$ cat config.mk
export PLATFORM = sky130hd
export DESIGN_NAME = tick_div_ctrl
export DESIGN_NICKNAME = d
export VERILOG_FILES = /design/src/rtl/clk_div_pkg.sv /design/src/rtl/tick_counter.sv /design/src/rtl/tick_div_ctrl.sv
export SDC_FILE = /design/constraint.sdc
export NUM_CORES = 1
export LEC_CHECK = 0
export ABC_AREA = 1
export BUFFER_PORTS_ARGS = -buffer_cell sky130_fd_sc_hd__clkbuf_2
export CORE_ASPECT_RATIO = 1.1
export CORE_UTILIZATION = 40
export DETAILED_ROUTE_END_ITERATION = 7
export RECOVER_POWER = 100
export SLEW_MARGIN = 30
export SYNTH_ARGS = -nofsm -noshare
export SYNTH_HDL_FRONTEND = slang
export SYNTH_SLANG_ARGS = --single-unit
$ cat constraint.sdc
create_clock -name clk_i -period 2.15 [get_ports clk_i]
set_input_delay 0.1075 -clock clk_i [delete_from_list [all_inputs] [get_ports clk_i]]
set_output_delay 0.1075 -clock clk_i [all_outputs]
set_load 0.02 [all_outputs]
$ cat src/rtl/clk_div_pkg.sv
// Shared types and constants for the tick divider controller.
package clk_div_pkg;

   typedef enum logic {
      IDLE = 1'b0,
      RUN  = 1'b1
   } state_e;

   localparam logic [1:0] ADDR_CTRL   = 2'd0;
   localparam logic [1:0] ADDR_DIV    = 2'd1;
   localparam logic [1:0] ADDR_STATUS = 2'd2;
   localparam logic [1:0] ADDR_COUNT  = 2'd3;

   localparam int CTRL_ENABLE  = 0;
   localparam int CTRL_ONESHOT = 1;
   localparam int CTRL_IRQ_EN  = 2;

   localparam int ST_RUNNING = 0;
   localparam int ST_RELOAD  = 1;
   localparam int ST_FLAG    = 2;

endpackage

$ cat src/rtl/tick_counter.sv
// Period counter with shadowed divisor; a divisor written while running
// only takes effect at a terminal count, so no period is ever cut short.
module tick_counter
   import clk_div_pkg::*;
#(
   parameter int          CW        = 32,
   parameter int unsigned DIV_RESET = 99
) (
   input  logic          clk_i,
   input  logic          rst_i,
   input  logic          run,
   input  logic          stop,
   input  logic          div_wr,
   input  logic [CW-1:0] div_wdata,
   output logic          tc,
   output logic [CW-1:0] count,
   output logic [CW-1:0] div_active,
   output logic [CW-1:0] div_shadow,
   output logic          reload_pending
);

   logic [CW-1:0] count_q;
   logic [CW-1:0] div_active_q;
   logic [CW-1:0] div_shadow_q;
   logic          pending_q;

   assign tc             = run && (count_q == div_active_q);
   assign count          = count_q;
   assign div_active     = div_active_q;
   assign div_shadow     = div_shadow_q;
   assign reload_pending = pending_q;

   // Counter advances while running, wraps at terminal count, and is
   // cleared whenever the divider is idle or about to stop.
   always_ff @(posedge clk_i) begin
      if (rst_i) begin
         count_q      <= '0;
         div_active_q <= CW'(DIV_RESET);
         div_shadow_q <= CW'(DIV_RESET);
         pending_q    <= 1'b0;
      end else begin
         if (!run || stop || tc) begin
            count_q <= '0;
         end else begin
            count_q <= count_q + CW'(1);
         end

         if (!run) begin
            if (div_wr) begin
               div_active_q <= div_wdata;
               div_shadow_q <= div_wdata;
               pending_q    <= 1'b0;
            end
         end else begin
            if (tc && pending_q) begin
               div_active_q <= div_shadow_q;
            end
            if (div_wr) begin
               div_shadow_q <= div_wdata;
               pending_q    <= 1'b1;
            end else if (tc) begin
               pending_q <= 1'b0;
            end
         end
      end
   end

endmodule

$ cat src/rtl/tick_div_ctrl.sv
// Bus-programmable clock divider: register file, run/idle FSM, divided
// clock output and sticky tick interrupt around the period counter.
module tick_div_ctrl
   import clk_div_pkg::*;
#(
   parameter int          CW        = 32,
   parameter int unsigned DIV_RESET = 99
) (
   input  logic        clk_i,
   input  logic        rst_i,
   input  logic        wr_en_i,
   input  logic        rd_en_i,
   input  logic [1:0]  addr_i,
   input  logic [31:0] wdata_i,
   output logic [31:0] rdata_o,
   output logic        rvalid_o,
   output logic        tick_o,
   output logic        clk_o,
   output logic        irq_o
);

   state_e        state_q, state_d;
   logic [2:0]    ctrl_q, ctrl_d;
   logic          flag_q, flag_d;
   logic          clk_q;
   logic          irq_q;
   logic [31:0]   rdata_q;
   logic          rvalid_q;
   logic [31:0]   rd_mux;

   logic          wr_ctrl, wr_div, wr_status;
   logic          run, stop;
   logic          tc;
   logic [CW-1:0] count;
   logic [CW-1:0] div_active;
   logic [CW-1:0] div_shadow;
   logic          reload_pending;

   assign wr_ctrl   = wr_en_i && (addr_i == ADDR_CTRL);
   assign wr_div    = wr_en_i && (addr_i == ADDR_DIV);
   assign wr_status = wr_en_i && (addr_i == ADDR_STATUS);
   assign run       = (state_q == RUN);
   assign stop      = run && (state_d == IDLE);

   tick_counter #(
      .CW        (CW),
      .DIV_RESET (DIV_RESET)
   ) u_counter (
      .clk_i          (clk_i),
      .rst_i          (rst_i),
      .run            (run),
      .stop           (stop),
      .div_wr         (wr_div),
      .div_wdata      (wdata_i[CW-1:0]),
      .tc             (tc),
      .count          (count),
      .div_active     (div_active),
      .div_shadow     (div_shadow),
      .reload_pending (reload_pending)
   );

   // Next-state for the FSM, CTRL and sticky flag; a tick beats a W1C.
   always_comb begin
      state_d = state_q;
      ctrl_d  = ctrl_q;
      flag_d  = flag_q;
      if (wr_ctrl) begin
         ctrl_d = wdata_i[2:0];
      end
      case (state_q)
         IDLE: begin
            if (wr_ctrl && wdata_i[CTRL_ENABLE]) begin
               state_d = RUN;
            end
         end
         RUN: begin
            if (wr_ctrl && !wdata_i[CTRL_ENABLE]) begin
               state_d = IDLE;
            end
            if (tc && ctrl_q[CTRL_ONESHOT]) begin
               state_d             = IDLE;
               ctrl_d[CTRL_ENABLE] = 1'b0;
            end
         end
         default: state_d = IDLE;
      endcase
      if (wr_status && wdata_i[ST_FLAG]) begin
         flag_d = 1'b0;
      end
      if (tc) begin
         flag_d = 1'b1;
      end
   end

   // Read mux sees pre-write values, so a same-cycle write is not visible.
   always_comb begin
      rd_mux = '0;
      case (addr_i)
         ADDR_CTRL:   rd_mux = 32'(ctrl_q);
         ADDR_DIV:    rd_mux = reload_pending ? 32'(div_shadow) : 32'(div_active);
         ADDR_STATUS: rd_mux = 32'({flag_q, reload_pending, run});
         ADDR_COUNT:  rd_mux = 32'(count);
         default:     rd_mux = '0;
      endcase
   end

   // State, registers, divided clock, interrupt and read-data pipeline.
   always_ff @(posedge clk_i) begin
      if (rst_i) begin
         state_q  <= IDLE;
         ctrl_q   <= '0;
         flag_q   <= 1'b0;
         clk_q    <= 1'b0;
         irq_q    <= 1'b0;
         rdata_q  <= '0;
         rvalid_q <= 1'b0;
      end else begin
         state_q  <= state_d;
         ctrl_q   <= ctrl_d;
         flag_q   <= flag_d;
         clk_q    <= clk_q ^ tc;
         irq_q    <= flag_d & ctrl_d[CTRL_IRQ_EN];
         rdata_q  <= rd_en_i ? rd_mux : '0;
         rvalid_q <= rd_en_i;
      end
   end

   assign tick_o   = tc & ~rst_i;
   assign clk_o    = clk_q;
   assign irq_o    = irq_q;
   assign rdata_o  = rdata_q;
   assign rvalid_o = rvalid_q;

endmodule

==> After elaboration in Yosys (flattened, before gate mapping) <==
Cells that the tools add are included.
{ "totals": {"output_inout_bits": 36, "inputBits": 38, "elab_cells": 64, "ff_bits": 137} }
{ "op_classes": {"n_reduce_logical": 21, "muxes": 18, "add_sub_neg": 1, "eq_ne": 5, "bitwise": 7} }
{ "op_table": {"columns": ["operator", "count"], "rows": [
  ["two-way mux 32 bit", 4],
  ["one-hot mux 32 bit (4 select lines)", 1],
  ["adder 32 x 1 -> 32 bit (second input constant)", 1],
  ["== test 32 bit", 1],
  ["two-way mux 1 bit", 11],
  ["logical AND 1 bit", 10],
  ["== test 2 bit (second input constant)", 2],
  ["NOT 1 bit", 4],
  ["AND reduction 2 bit", 2],
  ["nonzero test 2 bit", 2],
  ["OR reduction 2 bit", 2],
  ["two-way mux 3 bit", 1],
  ["AND 1 bit", 2],
  ["== test 2 x 1 -> 1 bit (second input constant)", 1],
  ["zero test 1 bit", 2],
  ["zero test 2 bit", 1],
  ["logical OR 1 bit", 2],
  ["inequality test 2 x 1 -> 1 bit (second input constant)", 1],
  ["one-hot mux 1 bit (2 select lines)", 1],
  ["XOR 1 bit", 1]
]} }

==> Logic depth before layout (Yosys ltp) <==
Gate-level depths: netlist (run 1).
{ "depth": {"word_depth": 11, "mapped_depth": 14, "ltp_nobuf": 12} }

==> Hierarchy <==
Synthesis (run 1) repeated with hierarchy kept, for this count alone.
{ "unflattened": {"cells_unflattened": 1150, "area_unflattened_um2": 7188.1} }
{ "by_module_without_submodules": {"columns": ["module", "n_inst", "area_each_um2", "cells_each", "seq_area_each_um2"], "rows": [
  ["tick_counter", 1, 5157.4, 838, 1941.9],
  ["tick_div_ctrl", 1, 2030.7, 312, 800.8]
]} }

==> Worst setup path after synthesis (run 1) <==
Ideal clock, no wire load.
{ "synth_path": {"path_type": "register to register", "from": "register u_counter.count_q[0] (netlist: u_counter.count[0])", "to": "register u_counter.count_q[30] (netlist: u_counter.count[30])", "path_slack_ns": 0.516, "n_path_buf": 0, "setup_ns": 0.122, "arrival_time_ns": 1.512, "path_stages_with_launch": 11, "period_less_slack_ns": 1.634, "required_ns": 2.028, "path_cell_list": "dfxtp_1 ha_1 nand2_1 nor2_1 nand2_1 nor2_1 nand2_1 nor2_2 nand2_2 o21ai_0 a21oi_1"} }
{ "synth_via": {"elab_chain_cells": 10, "word_cells_on_any_way": 11, "classes_between": "add/sub (1); eq/ne (1); mux (2); bitwise (1); reduce/logical (6)"} }
{ "synth_rtl": {"columns": ["element", "line_no", "source"], "rows": [
  ["from (decl)", "tick_counter.sv:22", "logic [CW-1:0] count_q;"],
  ["from (signal assigned)", "tick_counter.sv:45", "count_q <= count_q + CW'(1);"],
  ["== test 32 bit", "tick_counter.sv:27", "assign tc = run && (count_q == div_active_q);"],
  ["logical AND 1 bit", "tick_counter.sv:27", null],
  ["logical AND 1 bit", "tick_div_ctrl.sv:80", "if (tc && ctrl_q[CTRL_ONESHOT]) begin"],
  ["two-way mux 1 bit", "tick_div_ctrl.sv:80", null],
  ["one-hot mux 1 bit (2 select lines)", "tick_div_ctrl.sv:70", "case (state_q)"],
  ["NOT 1 bit", "tick_div_ctrl.sv:43", "assign stop = run && (state_d == IDLE);"],
  ["logical AND 1 bit", "tick_div_ctrl.sv:43", null],
  ["logical OR 1 bit (2 in a row)", "tick_counter.sv:42", "if (!run || stop || tc) begin"],
  ["OR reduction 2 bit (no line)", null, null]
]} }
Several ways; a longest one is shown, not always the timed one.
A chain may end at the register's enable or synchronous reset.

==> Worst setup path in the final report (run 1) <==
{ "layout_path": {"from": "register u_counter.count_q[10] (netlist: u_counter.count[10])", "to": "output port tick_o"} }
{ "layout_via": {"elab_chain_cells": 3} }
{ "layout_rtl": {"columns": ["element", "line_no", "source"], "rows": [
  ["== test 32 bit", "tick_counter.sv:27", null],
  ["logical AND 1 bit", "tick_counter.sv:27", null],
  ["AND 1 bit", "tick_div_ctrl.sv:128", "assign tick_o = tc & ~rst_i;"],
  ["to (decl)", "tick_div_ctrl.sv:17", "output logic tick_o,"]
]} }
No other way between the ends.

==> results of run 1 <==
-- cell type report --
type / instances / area (um^2)
fill: 1737 / 8350
multi-input combinational: 723 / 3510
sequential: 137 / 2780
timing repair buffer: 137 / 918
clock buffer: 20 / 457
inverter: 115 / 432
tap: 234 / 293
clock inverter: 12 / 220
-- worst max-delay path by stage --
stage / start / cells past startpoint / end / slack (ns)
after floorplan: u_counter.count[0] / 10 / u_counter.count[30] / 0.52
after global placement: u_counter.count[29] / 7 / tick_o / 0.24
after detailed placement: u_counter.count[1] / 12 / u_counter.count[24] / 0.25
after CTS: u_counter.count[11] / 9 / tick_o / 0.003
after global routing: u_counter.div_active[30] / 8 / tick_o / 0.002
final: u_counter.count[10] / 6 / tick_o / 0.09
-- critical path: cells and delay by family (launching register included) --
kind | cells | cell delay (ns)
buffers and inverters | 1 | 0.15
DFF | 1 | 0.45
xor gates and xnor gates | 1 | 0.17
and+or+nand+nor | 4 | 0.75
-- state kept, by name, indices dropped and copies added (netlist names) --
name and count:
u_counter.div_shadow 32, u_counter.div_active 32, run 1, flag_q 1
ctrl_q 3, irq_o 1, rvalid_o 1, rdata_o 32
u_counter.count 32, u_counter.reload_pending 1, clk_o 1
-- power breakdown --
group          switching [uW]  internal, uW
sequential               54.4          2610
combinational             359           217
clock                    1140          2230
total                    1560          5060
-- through the flow --
step           std cells  total power [uW]  utilization (%)
4_1_cts             1378              6680             51.1
6_report            1378              6620             50.8
3_5_place_dp        1313              3250             45.0
3_3_place_gp        1313              3250             45.0
2_1_floorplan       1030              3060                -
5_1_grt             1378              6850             50.8
-- cells by family (layout without fill, tap and decap cells) --
family	count (synthesis)	in the layout
AND/OR/NAND/NOR	487	487
AO/OA/AOI/OAI	218	218
buffers and inverters	170	284
flip-flops	137	137
XOR/XNOR	16	16
adder cells (fa/ha/maj)	1	1
multiplexers	1	1
-- placed cells by master, fill, tap and decap left out, types with 4 or more instances in the layout --
cell type / count
nor3_1: 15
nand2_2: 11
nor2_2: 7
nor2_1: 105
nand2_1: 259
dfxtp_1: 116
inv_2: 4
o21ai_0: 80
o2111ai_1: 5
nand3_1: 54
nand4_1: 15
a21oi_1: 91
dfxtp_2: 18
xnor2_1: 4
o211ai_1: 22
buf_4: 21
clkbuf_1: 39
bufinv_16: 6
dlygate4sd3_1: 33
nor3b_1: 6
clkbuf_16: 17
xor2_1: 11
clkbuf_2: 38
inv_1: 110
a22oi_1: 14
-- per-layer routing --
metal  GRT usage (%)  part of all wire (%)  vias up  wire length (um)
li1                -                     -     3556                 -
met1            38.1                    50     3142             10800
met2            36.0                    42      237              9100
met3            4.47                   6.6       29              1430
met4            9.40                   1.9        0               410
met5               0                     0        -                 0
-- what timing repair did --
action	CTS	global route
gates resized for setup	15	22
hold endpoints to repair	34	0
pin swaps	3	3
setup endpoints to repair	1	2
hold buffers	33	0
==> summary.md, run 1 <==
| Metric | Value |
|---|---|
| Die width | ~130 um |
| Element type at the critical path end | output port |
| Clk_skew | 0.0203 ns |
| Largest cells by area after synthesis | dfxtp_1 (40%), nand2_1 (14%), a21oi_1 (6.6%) |
| Post-synthesis cell area | just under 7000 um^2 |
| Crit path max fanout | 2 |
| Initial antenna violation count | 0 |
| Remaining antenna violation count after routing | 0 |
| CP max-delay cell | dfxtp_1 |
| Slack of the worst reg-to-reg path | 0.19 ns |
| Cell count after synthesis | 1030 |
| Post-synthesis register bit count | 137 |
| Post-Synth Simple-Gate Area | 30.1% |
| Distinct cells, synth | 36 |
| Clock transition at the registers of the reported paths | 0.06 ns |
| Area after DPL | between 7000 and 8000 um^2 |
| Grt ovf | 0 |
| CTS sink cnt | 137 |
| Violation count after the first detailed-route iteration | 689 |
| Post-synthesis mux area share | 0.145% |
| Global-route wire length before repair | 34400 um |
| Worst EP required | 2.04 ns |
| Post-CTS setup buffer count | 0 |
| Compound-Gate Fraction of Synth Area | between 10% and 20% |
| Number of synthesized flops with an enable pin | 0 |
| Area grow syn2layout | 24.3% |
| DR pass1 iterations | 7 |
| Post-synth top area cell | dfxtp_1 |
| Warnings, synthesis | 0 |
| GPL Wtd Cong | 0.981 |
| Post-synth top cells | nand2_1 (264), dfxtp_1 (137), inv_1 (111) |
| Leak pwr | approximately 0.0035 uW |
| Fin area | 8600 um^2 |
| Hold EP | rdata_o[1] |
| DR vias/cell | approximately 5.1 |
| Post-synth ARST share | 0% |
| Cts bufs inserted | 17 |
| Total wire length | 21700 um |
| CTS H-tree depth | 4 |
| CTS root buffer | clkbuf_16 |
| Post-Synth Adder-Cell Area | 0.181% |
| Layout cells sized above 1 | 13.5% |
| Final setup fails | 0 |
| Core area | 17000 um^2 |
| Vias in the first global route | 6399 |
| Slowest cell delay on critical path | 0.45 ns |
| Tmin final | 2.06 ns |
| Syn Area/Cell | 6.72 um^2 |
| CTS tree | done |
| Die area | around 18000 um^2 |
| Slack of the critical path | around 0.094 ns |
| Worst-Margin Slew | 0.743 ns |
| Most common cell in the synthesized netlist | nand2_1 |
| Syn_nets | between 1000 and 1500 |
| Count of pins over their slew limit | 0 |
| Hold depth | 4 |
| Unrepaired setup endpoints after global routing | false |
| Worst skew pair latency | 0.44 ns |
| Main combinational cell family by area after synthesis | simple AND/OR/NAND/NOR gates |
| Ports | 74 |
| Largest net degree at the start of global routing | 68 |
| Worst Hold Launch | addr_i[0] |
| CP startpoint kind | register |
| Setup tns final | 0 ns |
| Worst ir drop on vdd | 0.566 mV |
| Final Hold Viols | 0 |
| Max-slew headroom | 50.5% |
| Crit path DAT | approximately 2.0 ns |
| Hold_ws | 0.0873 ns |
| Seq/Total Area, Yosys | approximately two fifths |
| Final nets | 1170 |
| Reg2Reg Launch Point | u_counter.count[6] |
| Fmax | roughly 0.5 GHz |
| ANT cells | 0 |
| Die height | 140 um |
| Reg2Reg Depth | 12 |
| Starting Density | 40.8% |
| R2r endpoint | u_counter.div_active[29] |
| Main synth FF type | dfxtp_1 |
| Row cnt | 50 |
| Critical path class | register to output port |
| Min-Delay Path Class | input port to register |
| Max Cap Violations | 0 |
| DR WL/cell | 15.7 um |
| Fin crit share | 95.7% |
| PD cells | 769 nW/um^2 |
| # DRC | 0 |
| Crit path cell chain | xnor2_2 > nand2_1 > nor3b_1 > nand4_1 > nor3_4 > buf_6 |
| Max clock buf depth | 2 |
| Total number of vias | between 6000 and 7000 |
| Share of the synthesized area in the top cell type | between 30 and 40% |
| Setup WS pre-CTS | 0.249 ns |
| Buffers on Ports | 73 |
| Outcome | finished clean |
| Synth Area in XOR/XNOR | 2.02% |
| Gr usage total | between 20% and 30% |
| HPWL after detailed placement | 16000 um |
(Power assumes the default switching activity.)
==> run 2, diff against run 1 <==
--- a/config.mk
+++ b/config.mk
@@ -6,11 +6,12 @@
 export NUM_CORES = 1
 export LEC_CHECK = 0
 export ABC_AREA = 1
-export BUFFER_PORTS_ARGS = -buffer_cell sky130_fd_sc_hd__clkbuf_2
 export CORE_ASPECT_RATIO = 1.1
 export CORE_UTILIZATION = 40
 export DETAILED_ROUTE_END_ITERATION = 7
+export DONT_BUFFER_PORTS = 1
 export RECOVER_POWER = 100
+export REMOVE_ABC_BUFFERS = 1
 export SLEW_MARGIN = 30
 export SYNTH_ARGS = -nofsm -noshare
 export SYNTH_HDL_FRONTEND = slang
==> run 2 against run 1 <==
  * Global-route usage shrank 3.0 points
  * Highest routed layer unchanged
  * Setup slack worse by 0.018 ns
  * Critical endpoint unchanged
  * Via count fell by 4.9%
  * Combinational power fell by 11%
  * Largest cell class unchanged
  * First-iteration DRC count shrank 27%
  * Hold slack got worse by 0.027 ns
  * Count of clock-buffer cells in the layout grew 1
==> summary.md, run 2 (synthesis gave the netlist of run 1 again) <==
| Metric | Value |
|---|---|
| Max Cap Violations | 0 |
| Leak pwr | 0.00328 uW |
| Tmin final | 2.07 ns |
| # DRC | 0 |
| Max clock buf depth | 2 |
| Core area | 17000 um^2 |
| Fin area | approximately 8300 um^2 |
| Buffers on Ports | 0 |
| Cts bufs inserted | 17 |
| Vias in the first global route | 6267 |
| Layout Cells excl Fill | 1306 |
| Reg2Reg Depth | 9 |
| Global-route wire length before repair | 31600 um |
| Total number of vias | 6622 |
| Crit path cell chain | inv_1 > nand2_2 > nand4_1 > nor4_2 > nand3_1 > nor3_2 > buf_4 |
| CTS sink cnt | 137 |
| Clk_skew | 0.0163 ns |
| Count of pins over their slew limit | 0 |
| Die area | 17800 um^2 |
| Remaining antenna violation count after routing | 0 |
| Die width | between 100 and 150 um |
| Final Hold Viols | 0 |
| Slowest cell delay on critical path | ~0.32 ns |
| Most common cell after layout, fill and taps aside | nand2_1 |
| Ports | 74 |
| Most frequent cells in the layout | nand2_1 (254), dfxtp_1 (118), nor2_1 (109), inv_1 (105), a21oi_1 (91) |
| Largest net degree at the start of global routing | 68 |
| Area grow syn2layout | 20.1% |
| Unrepaired setup endpoints after global routing | true |
| Worst-Margin Slew | 1.05 ns |
| Clock transition at the registers of the reported paths | 0.06 ns |
| Row cnt | 50 |
| DR pass1 iterations | 7 |
| DR vias/cell | roughly 5.1 |
| Crit path max fanout | 2 |
| CTS tree | done |
| Fillers | 1733 |
| DR WL/cell | approximately 15 um |
| Violation count after the first detailed-route iteration | roughly 500 |
| Placed cells | 1234 |
| Die height | 140 um |
| Outcome | finished clean |
| Worst Hold Launch | addr_i[0] |
| Element type at the critical path end | output port |
| Final nets | 1098 |
| Slack of the worst reg-to-reg path | 0.16 ns |
| CTS root buffer | clkbuf_16 |
| Pwr Total | 6540 uW |
| Hold_ws | 0.0605 ns |
| Worst skew pair latency | around 0.43 ns |
| Initial antenna violation count | 0 |
| Crit path DAT | 1.97 ns |
| Max-slew headroom | 30.2% |
| Worst EP required | 2.04 ns |
| Final setup fails | 0 |
| Cell family with most CP delay | simple AND/OR/NAND/NOR gates |
| CP startpoint kind | register |
| Starting Density | 40.8% |
| Hold EP | ctrl_q[0] |
| Hold depth | 4 |
| CTS H-tree depth | 4 |
| R2r endpoint | u_counter.div_active[1] |
| Fin crit share | 96.5% |
| PD cells | between 700 and 800 nW/um^2 |
| Worst ir drop on vdd | 0.564 mV |
| Min-Delay Path Class | input port to register |
| Critical path class | register to output port |
| GPL Wtd Cong | between 0.9 and 1 |
| Reg2Reg Launch Point | u_counter.count[16] |
| Fmax | between 0.4 and 0.5 GHz |
| Grt ovf | 0 |
| HPWL after detailed placement | 13700 um |
| ANT cells | 0 |
| CP max-delay cell | dfxtp_1 |
| Gr usage total | 22.4% |
| Area after DPL | just over 7000 um^2 |
| Crit path buf inv count | 2 |
| Layout cells sized above 1 | 11.4% |
| Total wire length | 19200 um |
run 2: through the flow:
step / utilization, % / setup TNS, ns / worst slack [ns]
final: 49.0 / 0 / 0.0752
after global routing: 49.0 / -0.0468 / -0.0468
after CTS: 48.5 / 0 / 0.0364
after detailed placement: 42.3 / 0 / 0.229
after global placement: 42.3 / 0 / 0.266
after floorplan: - / -67.48 / -1.24
run 2: final cells by class:
| type | count | area, um^2 | area share, % |
|---|---|---|---|
| Clock buffer | 21 | 460 | 5.54 |
| Clock inverter | 11 | 216 | 2.60 |
| Inverter | 115 | 437 | 5.25 |
| Multi-Input combinational cell | 723 | 3520 | 42.4 |
| Sequential cell | 137 | 2780 | 33.4 |
| Tap cell | 234 | 293 | 3.52 |
| Timing Repair Buffer | 65 | 606 | 7.28 |
run 2: worst max path at each step:
| stage | startpoint | end | slack, ns | depth (start not counted) |
|---|---|---|---|---|
| floorplan | addr_i[0] | u_counter.div_active[0] | -1.24 | 6 |
| global placement | u_counter.count[11] | u_counter.count[27] | 0.27 | 7 |
| detailed placement | u_counter.count[11] | u_counter.count[25] | 0.23 | 11 |
| CTS | u_counter.count[3] | tick_o | 0.04 | 7 |
| global route | u_counter.count[5] | tick_o | -0.05 | 7 |
| finish | u_counter.count[14] | tick_o | 0.08 | 7 |
run 2: worst reg2reg max path: stages (launching register included):
cell and delay (ns):
dfxtp_1 0.41, xor2_1 0.38, nor2_1 0.09, nand4_1 0.11, nor2_2 0.08, nand3_4 0.09, buf_6 0.33, nand2_1 0.19
nand2_1 0.10, nand3_1 0.06
run 2: timing repair:
| action | 4_1_cts | 5_1_grt |
|---|---|---|
| hold buffers | 36 | 0 |
| cloned | 0 | 0 |
| pin swaps | 0 | 8 |
| hold endpoints to repair | 71 | 0 |
| setup buffers | 0 | 5 |
| gates resized for setup | 2 | 46 |
| endpoints found under the setup margin | 1 | 1 |
run 2: power by group:
group          internal, uW  leakage (uW)  switching (uW)  total [uW]
combinational           201       0.00183             311         512
sequential             2610       0.00112            62.0        2670
clock                  2240      0.000332            1120        3360
total                  5050       0.00328            1490        6540
run 2: per-layer routing:
| metal | part of all wire [%] | wire [um] | GRT usage (%) |
|---|---|---|---|
| met1 | 47 | 8990 | 29.1 |
| met2 | 48 | 9170 | 37.3 |
| met3 | 4.1 | 794 | 3.97 |
| met4 | 1.5 | 286 | 7.96 |
| met5 | 0 | 0 | 0 |
==> run 3, diff against run 2 <==
--- a/config.mk
+++ b/config.mk
@@ -11,7 +11,6 @@
 export DETAILED_ROUTE_END_ITERATION = 7
 export DONT_BUFFER_PORTS = 1
 export RECOVER_POWER = 100
-export REMOVE_ABC_BUFFERS = 1
 export SLEW_MARGIN = 30
 export SYNTH_ARGS = -nofsm -noshare
 export SYNTH_HDL_FRONTEND = slang
==> run 3 against run 2 <==
  * Via count increased by 3.0%
  * Hold slack better by 0.0061 ns
  * Flip-flop and latch count unchanged
  * Cell count grew 0.31%
  * Combinational power is 2% higher
  * Fmax hardly changed
  * Largest power group unchanged
==> summary.md, run 3 (synthesis gave the netlist of run 1 again) <==
| Metric | Value |
|---|---|
| Violation count after the first detailed-route iteration | 711 |
| Total number of vias | 6822 |
| Hold depth | 4 |
| # DRC | 0 |
| PD cells | around 730 nW/um^2 |
| Busiest grt layer | met1 |
| Element type at the critical path end | output port |
| Worst skew pair latency | 0.43 ns |
| Max-slew headroom | between 50 and 60% |
| Die area | around 18000 um^2 |
| Starting Density | between 40 and 50% |
| Reg2Reg Depth | 12 |
| Die height | 140 um |
| Worst-Margin Slew | 0.701 ns |
| Buffers on Ports | 0 |
| Routing usage on met1 | 38.4% |
| Remaining antenna violation count after routing | 0 |
| Min-Delay Path Class | input port to register |
| DR pass1 iterations | 7 |
| DR vias/cell | between 5 and 6 |
| Gr usage total | about 25% |
| CP startpoint kind | register |
| Grt ovf | 0 |
| CTS sink cnt | between 100 and 150 |
| Fin util | 48.1% |
| Crit path max fanout | 3 |
| CTS root buffer | clkbuf_16 |
| Count of pins over their slew limit | 0 |
| Die width | around 130 um |
| Leak pwr | 0.00322 uW |
| Layout cells sized above 1 | 9.48% |
| Largest net degree at the start of global routing | 68 |
| CTS H-tree depth | 4 |
| Final Hold Viols | 0 |
| Ports | 74 |
| Area after DPL | approximately 7200 um^2 |
| Fin area | 8150 um^2 |
| Cts bufs inserted | 17 |
| GPL Wtd Cong | 0.999 |
| Tmin final | 2.07 ns |
| Post-CTS setup buffer count | 0 |
| CTS tree | done |
| Clk_skew | 0.00848 ns |
| Area of the multi-input gates | 3490 um^2 |
| Most frequent cells in the layout | nand2_1 (264), dfxtp_1 (122), inv_1 (110), nor2_1 (108), a21oi_1 (91) |
| Initial antenna violation count | 0 |
| ANT cells | 0 |
| Final setup fails | 0 |
| Global-route wire length before repair | 34100 um |
| Total wire length | 21300 um |
| Clock transition at the registers of the reported paths | roughly 0.06 ns |
| Max Cap Violations | 0 |
| Hold_ws | 0.0667 ns |
| GR Layer Usage met3 | between 4 and 5% |
| Final nets | 1102 |
| Register area | 2760 um^2 |
| DR WL/cell | about 16 um |
| Worst EP required | between 2 and 2.5 ns |
| Vias in the first global route | ~6300 |
| Area grow syn2layout | 17.7% |
| Worst ir drop on vdd | 0.517 mV |
| Max clock buf depth | 2 |
| Fin crit share | 96.4% |
| Critical path class | register to output port |
| Crit path DAT | 1.97 ns |
| Row cnt | 50 |
| HPWL after detailed placement | around 16000 um |
| Core area | 17000 um^2 |
| Setup tns final | 0 ns |
| Fmax | just under 0.5 GHz |
| Met2 usage | 33.3% |
| Fillers | 1753 |
| Outcome | finished clean |
| Most common cell after layout, fill and taps aside | nand2_1 |
run 3: final cells by class:
class                   instances  area share, %
multi-input cells             723           42.9
clock buffers                  24           5.91
well taps                     234           3.59
clock inverters                 8          0.860
flip-flops and latches        137           33.9
inverters                     115           5.30
repair buffers                 69           7.56
run 3: metrics by stage:
stage               setup slack (ns)  std cells  total power [uW]
finish                        0.0766       1310              5990
global route                -0.00443       1310              6210
CTS                          0.00980       1310              6020
detailed placement             0.128       1241              3190
global placement              0.0928       1241              3190
floorplan                      0.516       1030              3060
run 3: worst paths after layout:
path	slack, ns	start	to
worst min-delay path	0.07	addr_i[0]	ctrl_q[0]
worst max-delay path	0.08	u_counter.count[29]	tick_o
worst min register to register	0.46	u_counter.div_shadow[10]	u_counter.div_shadow[10]
worst max register to register	0.17	u_counter.count[20]	u_counter.div_active[24]
run 3: power breakdown:
group | switching [uW] | internal (uW) | leakage [uW]
sequential | 62.8 | 2620 | 0.00112
clock | 1110 | 1670 | 0.000270
combinational | 331 | 190 | 0.00183
total | 1510 | 4480 | 0.00322
run 3: per-layer routing:
| layer | wire length, um | share of wire, % |
|---|---|---|
| met5 | 0 | 0 |
| met4 | 574 | 2.7 |
| met3 | 1580 | 7.4 |
| met2 | 8750 | 41 |
| met1 | 10400 | 49 |
run 3: what timing repair did:
item | 4_1_cts | 5_1_grt
endpoints found under the setup margin | 1 | 39
hold endpoints to repair | 71 | 0
gates resized for setup | 6 | 14
hold buffers | 37 | 0
pin swaps | 1 | 2
run 3: worst max-delay path, cell delays in order (launching register included):
cell and delay [ns]:
dfxtp_2 0.37, inv_1 0.05, nand2_1 0.13, nand4_1 0.13
nor4_2 0.33, nand3_1 0.16, nor3_4 0.18, buf_4 0.18
